`src/rtl/pg_recombine_if.sv`:
```
// pg_recombine_if: handshake and data bundle between a p/g source and pg_recombine.
//   in_valid/in_ready + p_in/g_in/acc_lvl   : request channel (master -> slave)
//   out_valid/out_ready + sum_out/iters/exact : result channel (slave -> master)
interface pg_recombine_if #(
    parameter int W   = 16,
    parameter int ITW = 5
);
    logic           in_valid;
    logic           in_ready;
    logic [W-1:0]   p_in;
    logic [W-1:0]   g_in;
    logic [ITW-1:0] acc_lvl;
    logic           out_valid;
    logic           out_ready;
    logic [W+1:0]   sum_out;
    logic [ITW-1:0] iters;
    logic           exact;

    modport master (
        output in_valid, p_in, g_in, acc_lvl, out_ready,
        input  in_ready, out_valid, sum_out, iters, exact
    );

    modport slave (
        input  in_valid, p_in, g_in, acc_lvl, out_ready,
        output in_ready, out_valid, sum_out, iters, exact
    );
endinterface

```
`src/rtl/pg_recombine.sv`:
```
// pg_recombine: iterative p/g recombiner computing p_in + 2*g_in with an optional iteration cap.
//   clk, rst_n : clock, asynchronous active-low reset
//   bus        : pg_recombine_if slave (request in, result out, valid/ready on both sides)
module pg_recombine #(
    parameter int W   = 16,
    parameter int ITW = 5
) (
    input  logic         clk,
    input  logic         rst_n,
    pg_recombine_if.slave bus
);
    typedef enum logic [1:0] {IDLE, RUN, DONE} state_t;

    state_t         state_q, state_d;
    logic [W+1:0]   p_q, p_d, g_q, g_d, sum_q, sum_d;
    logic [ITW-1:0] lim_q, lim_d, cnt_q, cnt_d, iters_q, iters_d;
    logic           exact_q, exact_d;
    logic [W+1:0]   g_sh;
    logic           term;

    assign g_sh = g_q << 1;
    assign term = (g_q == '0) || (lim_q != '0 && cnt_q == lim_q);

    assign bus.in_ready  = state_q == IDLE;
    assign bus.out_valid = state_q == DONE;
    assign bus.sum_out   = sum_q;
    assign bus.iters     = iters_q;
    assign bus.exact     = exact_q;

    always_comb begin
        state_d = state_q;
        p_d     = p_q;
        g_d     = g_q;
        lim_d   = lim_q;
        cnt_d   = cnt_q;
        sum_d   = sum_q;
        iters_d = iters_q;
        exact_d = exact_q;
        unique case (state_q)
            IDLE: if (bus.in_valid) begin
                p_d     = {2'b00, bus.p_in};
                g_d     = {2'b00, bus.g_in};
                lim_d   = bus.acc_lvl;
                cnt_d   = '0;
                state_d = RUN;
            end
            RUN: if (term) begin
                // Leftover carries are ORed in rather than added when the cap stops us early.
                sum_d   = p_q | g_sh;
                iters_d = cnt_q;
                exact_d = g_q == '0;
                state_d = DONE;
            end else begin
                p_d   = p_q ^ g_sh;
                g_d   = p_q & g_sh;
                cnt_d = cnt_q + 1'b1;
            end
            DONE: if (bus.out_ready) state_d = IDLE;
            default: state_d = IDLE;
        endcase
    end

    always_ff @(posedge clk or negedge rst_n) begin
        if (!rst_n) begin
            state_q <= IDLE;
            p_q     <= '0;
            g_q     <= '0;
            lim_q   <= '0;
            cnt_q   <= '0;
            sum_q   <= '0;
            iters_q <= '0;
            exact_q <= 1'b0;
        end else begin
            state_q <= state_d;
            p_q     <= p_d;
            g_q     <= g_d;
            lim_q   <= lim_d;
            cnt_q   <= cnt_d;
            sum_q   <= sum_d;
            iters_q <= iters_d;
            exact_q <= exact_d;
        end
    end
endmodule

```
`src/flat_wrapper.sv`:
```
// flat-port wrapper written by rule: the top's interface ports become plain ports
module pg_recombine_flat 
#(
    parameter int W   = 16,
    parameter int ITW = 5
)
  (clk, rst_n, bus_in_valid, bus_p_in, bus_g_in, bus_acc_lvl, bus_out_ready, bus_in_ready, bus_out_valid, bus_sum_out, bus_iters, bus_exact);
  pg_recombine_if #(.W(W), .ITW(ITW)) bus_i ();
  input  logic clk;
  input  logic rst_n;
  input wire logic [$bits(bus_i.in_valid)-1:0] bus_in_valid;
  input wire logic [$bits(bus_i.p_in)-1:0] bus_p_in;
  input wire logic [$bits(bus_i.g_in)-1:0] bus_g_in;
  input wire logic [$bits(bus_i.acc_lvl)-1:0] bus_acc_lvl;
  input wire logic [$bits(bus_i.out_ready)-1:0] bus_out_ready;
  output wire logic [$bits(bus_i.in_ready)-1:0] bus_in_ready;
  output wire logic [$bits(bus_i.out_valid)-1:0] bus_out_valid;
  output wire logic [$bits(bus_i.sum_out)-1:0] bus_sum_out;
  output wire logic [$bits(bus_i.iters)-1:0] bus_iters;
  output wire logic [$bits(bus_i.exact)-1:0] bus_exact;
  assign bus_i.in_valid = bus_in_valid;
  assign bus_i.p_in = bus_p_in;
  assign bus_i.g_in = bus_g_in;
  assign bus_i.acc_lvl = bus_acc_lvl;
  assign bus_i.out_ready = bus_out_ready;
  assign bus_in_ready = bus_i.in_ready;
  assign bus_out_valid = bus_i.out_valid;
  assign bus_sum_out = bus_i.sum_out;
  assign bus_iters = bus_i.iters;
  assign bus_exact = bus_i.exact;
  pg_recombine #(.W(W), .ITW(ITW)) u_core (.clk(clk), .rst_n(rst_n), .bus(bus_i));
endmodule
```
`config.mk`:
```
export PLATFORM = sky130hd
export DESIGN_NAME = pg_recombine_flat
export DESIGN_NICKNAME = d
export VERILOG_FILES = /design/src/rtl/pg_recombine_if.sv /design/src/rtl/pg_recombine.sv /design/src/flat_wrapper.sv
export SDC_FILE = /design/constraint.sdc
export NUM_CORES = 1
export LEC_CHECK = 0
export ABC_AREA = 0
export CAP_MARGIN = 20
export CORE_ASPECT_RATIO = 0.9
export CORE_MARGIN = 1.5
export CORE_UTILIZATION = 53
export CTS_CLUSTER_DIAMETER = 60
export CTS_CLUSTER_SIZE = 10
export DETAILED_ROUTE_END_ITERATION = 6
export PLACE_DENSITY = 0.76
export SKIP_LAST_GASP = 1
export SYNTH_ARGS = -nofsm -noshare
export SYNTH_HDL_FRONTEND = slang
export SYNTH_SLANG_ARGS = --single-unit
```
`constraint.sdc`:
```
create_clock -name clk -period 2.2 [get_ports clk]
set_input_delay 0.44 -clock clk [delete_from_list [all_inputs] [get_ports clk]]
set_output_delay 0.44 -clock clk [all_outputs]
set_load 0.01 [all_outputs]
```
* Word-level counts from Yosys, hierarchy flattened
Index checks and enable logic that the tools add are counted.
Cells by class: $add $sub $neg 1, multiply operators 0, divide/modulo/power cells 0, $lt $le $gt $ge 0, equality and inequality tests 7, shifts and indexed selects 0, mux-type cells 13, bitwise gates (word level) 3, reductions and logical operators 10
Operators by type and width (count):
- two-way mux 18 bit | 4
- one-hot mux 18 bit (2 select lines) | 2
- AND 18 bit | 1
- zero test 18 bit | 1
- bitwise OR 18 bit | 1
- XOR 18 bit | 1
- two-way mux 5 bit | 2
- one-hot mux 5 bit (2 select lines) | 1
- two-way mux 2 bit | 3
- inequality test 2 bit, second input constant | 3
- one-hot mux 2 bit (3 select lines) | 1
- AND reduction 3 bit | 2
- adder 5 x 1 -> 5 bit, second input constant | 1
- equality test 5 bit | 1
- nonzero test 5 bit | 1
- AND reduction 2 bit | 2
- equality test 2 x 1 -> 1 bit, second input constant | 1
- equality test 2 bit, second input constant | 1
- zero test 2 bit | 1
- inequality test 2 x 1 -> 1 bit, second input constant | 1
- nonzero test 2 bit | 1
- logical AND 1 bit | 1
- logical OR 1 bit | 1
Storage, ports and cells: register bits 72, latch bits 0, bits in writable memories 0, ROM bits 0, input port bits 41, output and inout port bits 26, logic and storage cells 42, memories 0

* Logic depth before layout (Yosys ltp)
word-level depth 5, mapped depth 6, gate-level depth less buffers 5

* Worst setup path after synthesis
OpenSTA, ideal clock, no wires.
path kind reg-to-reg, start point register u_core.g_q[8], end point register u_core.g_q[10], setup time 123 ps, data arrival time 1760 ps, required time 2077 ps, path slack 317 ps, stages on the path, launching flop included 7, path buffers 1, period minus slack after synthesis 1883 ps, path through dfrtp_1 > nor4_1 > nand3_1 > or3_4 > a31o_4 > buf_6 > o221a_1
On the way: cells in the longest elaborated chain, start to end 4
Ends and longest elaborated chain:
- from (decl) | RTL line pg_recombine.sv:15 | logic [W+1:0] p_q, p_d, g_q, g_d, sum_q, sum_d;
- from (signal assigned) | RTL line pg_recombine.sv:76 | g_q <= g_d;
- zero test 18 bit | RTL line pg_recombine.sv:22 | assign term = (g_q == '0) || (lim_q != '0 && cnt_q == lim_q);
- logical OR 1 bit | RTL line pg_recombine.sv:22
- inequality test 2 bit (no line)
- AND reduction 3 bit (no line)
Every way passes these cells. A chain may end at the register's enable or synchronous reset.

* Worst setup path in the final report
start point register u_core.g_q[8], end point register u_core.p_q[9]
On the way: cells in the longest elaborated chain, start to end 4, elaborated cells between the ends (all ways) 7, classes of those cells eq/ne: 1; mux: 2; bitwise: 1; reduce/logical: 3
Ends and longest elaborated chain:
- zero test 18 bit | RTL line pg_recombine.sv:22
- logical OR 1 bit | RTL line pg_recombine.sv:22
- inequality test 2 bit (no line)
- AND reduction 3 bit (no line)
- to (signal assigned) | RTL line pg_recombine.sv:75 | p_q <= p_d;
- to (decl) | RTL line pg_recombine.sv:15
Parallel ways exist; a longest one is shown, timed or not. The select of a mux whose other input is x is not followed.

==> reports/qor.csv <==
metric,value,unit
grt-ovfl-total,0,
drt-initial-drc-count,77,
wl_per_cell,14.7,um
worst_r2r_path_depth,5,
cts_made_buffers,9,
cpLargestDelayFamily,simple AND/OR/NAND/NOR gates,
crit_path_max_incr_delay,420,ps
cts_buffer_depth,2,
grt_pass1_wl,12700,um
cp.required,2430,ps
grt_pass1_vias,2636,
cts_max_level,3,
status,completed,
dp_cells,497,
cp.arrival,2270,ps
clkTransAtPathRegs,60,ps
mostFrequentLayoutCell,dfrtp_1,
port_buffers,66,
grt_max_degree,73,
wl,7520,um
clock_sinks,72,
area_growth_syn_to_layout,26.5,%
drtPass1Iterations,4,
mostFrequentLayoutCells,"dfrtp_1, clkdlybuf4s50_1, inv_1",
synth-main-ff-cell,dfrtp_1,
antennaDiodeCount,0,
drv_cap,0,
synth_edf_count,0,
design_area,0.00478,mm2
path_max_fanout,31,
synthCells,338,
path_depth,5,
drc,0,
setup_tns,0,ps
cts_tree,done,
drive_above_1_share,9.79,%
root_buffer,clkbuf_8,
cpMaxStageDelayCell,dfrtp_1,
syn-num-nets,414,
ys_top_cells_by_area,"dfrtp_1, ha_1, o221a_1",
core_area,0.00697,mm2
cts_setup_buffers,0,
die_area,0.00765,mm2
rsz0062_at_grt,false,
syn_avg_cell_area,11.2,um2
ys_async_sr_fraction,100,%
ant_nets,0,
hold_violations,0,
gp_congestion,0.852,
power_leakage,2.35,nW
drt-vias-per-instance,5.16,
cp.buffers_inverters,0,
hold_slack,120,ps
die_h,83.1,um
antenna_found_initial,0,
layout.nets,494,
worst_slack,155,ps
ys_ff_latch,72,
tightest_slew,392,ps
grtUsageTotal,21.2,%
setup-violations-final,0,
critical_path.startpoint_type,register,
syn-cell-area,0.00378,mm2
end_kind,register,
clock_skew,6.08,ps
hold_buffers,0,
peakVddDrop,0.000757,V
relSlewSlack,73.9,%
synth_top_area_cell,dfrtp_1,
ys_seq_area_share,47.7,%
ctsResizeCount,0,
synth_top_area_share,47.7,%
fin_cells,512,
power.density,1470,mW/mm2
preCtsSetupSlack,96.8,ps
crit_chain,"nor4_1, nand3_1, or3_4, a31o_4, o221a_1",
dp_hpwl,5350,um
fin_crit_sh,92.9,%
critPathKind,reg2reg,
finalCriticalPeriod,2040,ps
die_w,92.0,um
synth_cell_types,35,
ys_warn_count,0,
dpl_cell_area,0.00460,mm2
holdCritPathClass,in2async,
slew_violations,0,
clock_latency,340,ps
initial_core_util,54.3,%
max_freq,0.489,GHz
vias,2640,
num_rows,29,
io_pins,67,
state kept, by name, indices dropped and copies added, names as in the netlist:
| name | cells |
|---|---|
| u_core.bus.exact | 1 |
| u_core.lim_q | 5 |
| u_core.bus.sum_out | 18 |
| u_core.state_q | 2 |
| u_core.p_q | 18 |
| u_core.bus.iters | 5 |
| u_core.g_q | 18 |
| u_core.cnt_q | 5 |
synth_stat cells, types with 2 or more instances:
cell	instances
inv_1	54
dfrtp_1	72
nor4_1	5
o221a_1	30
mux2i_1	21
buf_4	3
buf_6	4
a21oi_1	2
nand4_1	3
mux2_2	4
nand2_1	26
buf_2	2
mux2_1	5
clkbuf_1	5
nor3_1	5
ha_1	35
nor2_1	6
nand2b_1	33
o21ai_0	3
xor2_1	4
a31oi_1	2
power by group:
group | internal (mW) | switching [mW]
combinational | 1.95 | 1.70
sequential | 2.00 | 0.511
clock | 0.411 | 0.448
total | 4.36 | 2.66
worst paths after layout:
path | slack [ps] | from | endpoint
min in group clk | 480 | u_core.p_q[0] | u_core.p_q[0]
worst min-delay path | 120 | rst_n | u_core.bus.sum_out[12]
worst min register to register | 480 | u_core.p_q[0] | u_core.p_q[0]
worst max-delay path | 160 | u_core.g_q[8] | u_core.p_q[9]
max in group asynchronous | 1770 | rst_n | u_core.bus.sum_out[1]
worst max register to register | 160 | u_core.g_q[8] | u_core.p_q[9]
layout make-up:
type | count | area, um2
sequential | 72 | 1800
timing repair buffer | 83 | 821
clock inverter | 2 | 10.0
multi-input combinational | 198 | 1690
clock buffer | 10 | 138
fill | 547 | 2190
inverter | 54 | 203
tap | 93 | 116
logic make-up after synthesis:
family | count (synthesis) | synth area share, %
and+or+nand+nor | 86 | 12.3
DFF | 72 | 47.7
buffers and inverters | 68 | 7.91
AOI/OAI and AO/OA | 43 | 11.4
adders and majority gates | 35 | 11.6
muxes | 30 | 8.24
xor gates and xnor gates | 4 | 0.927
metal layers:
layer / global-route usage (%) / vias up / wire length [um]
li1: - / 1298 / -
met3: 5.59 / 6 / 369
met4: 5.45 / 0 / 86
met2: 31.9 / 60 / 3370
met5: 0 / - / 0
met1: 30.4 / 1276 / 3700
metrics by stage:
stage               total power, mW  utilization [%]
CTS                            7.06             68.1
global route                   7.59             68.6
global placement               6.01             66.0
finish                         7.03             68.6
floorplan                      4.93                -
detailed placement             6.16             66.0
worst register-to-register path: stages (launching register included):
cell and delay [ps]:
dfrtp_1 420, nor4_1 300, nand3_1 150, or3_4 420
a31o_4 370, o221a_1 280
(Power assumes the default switching activity.)
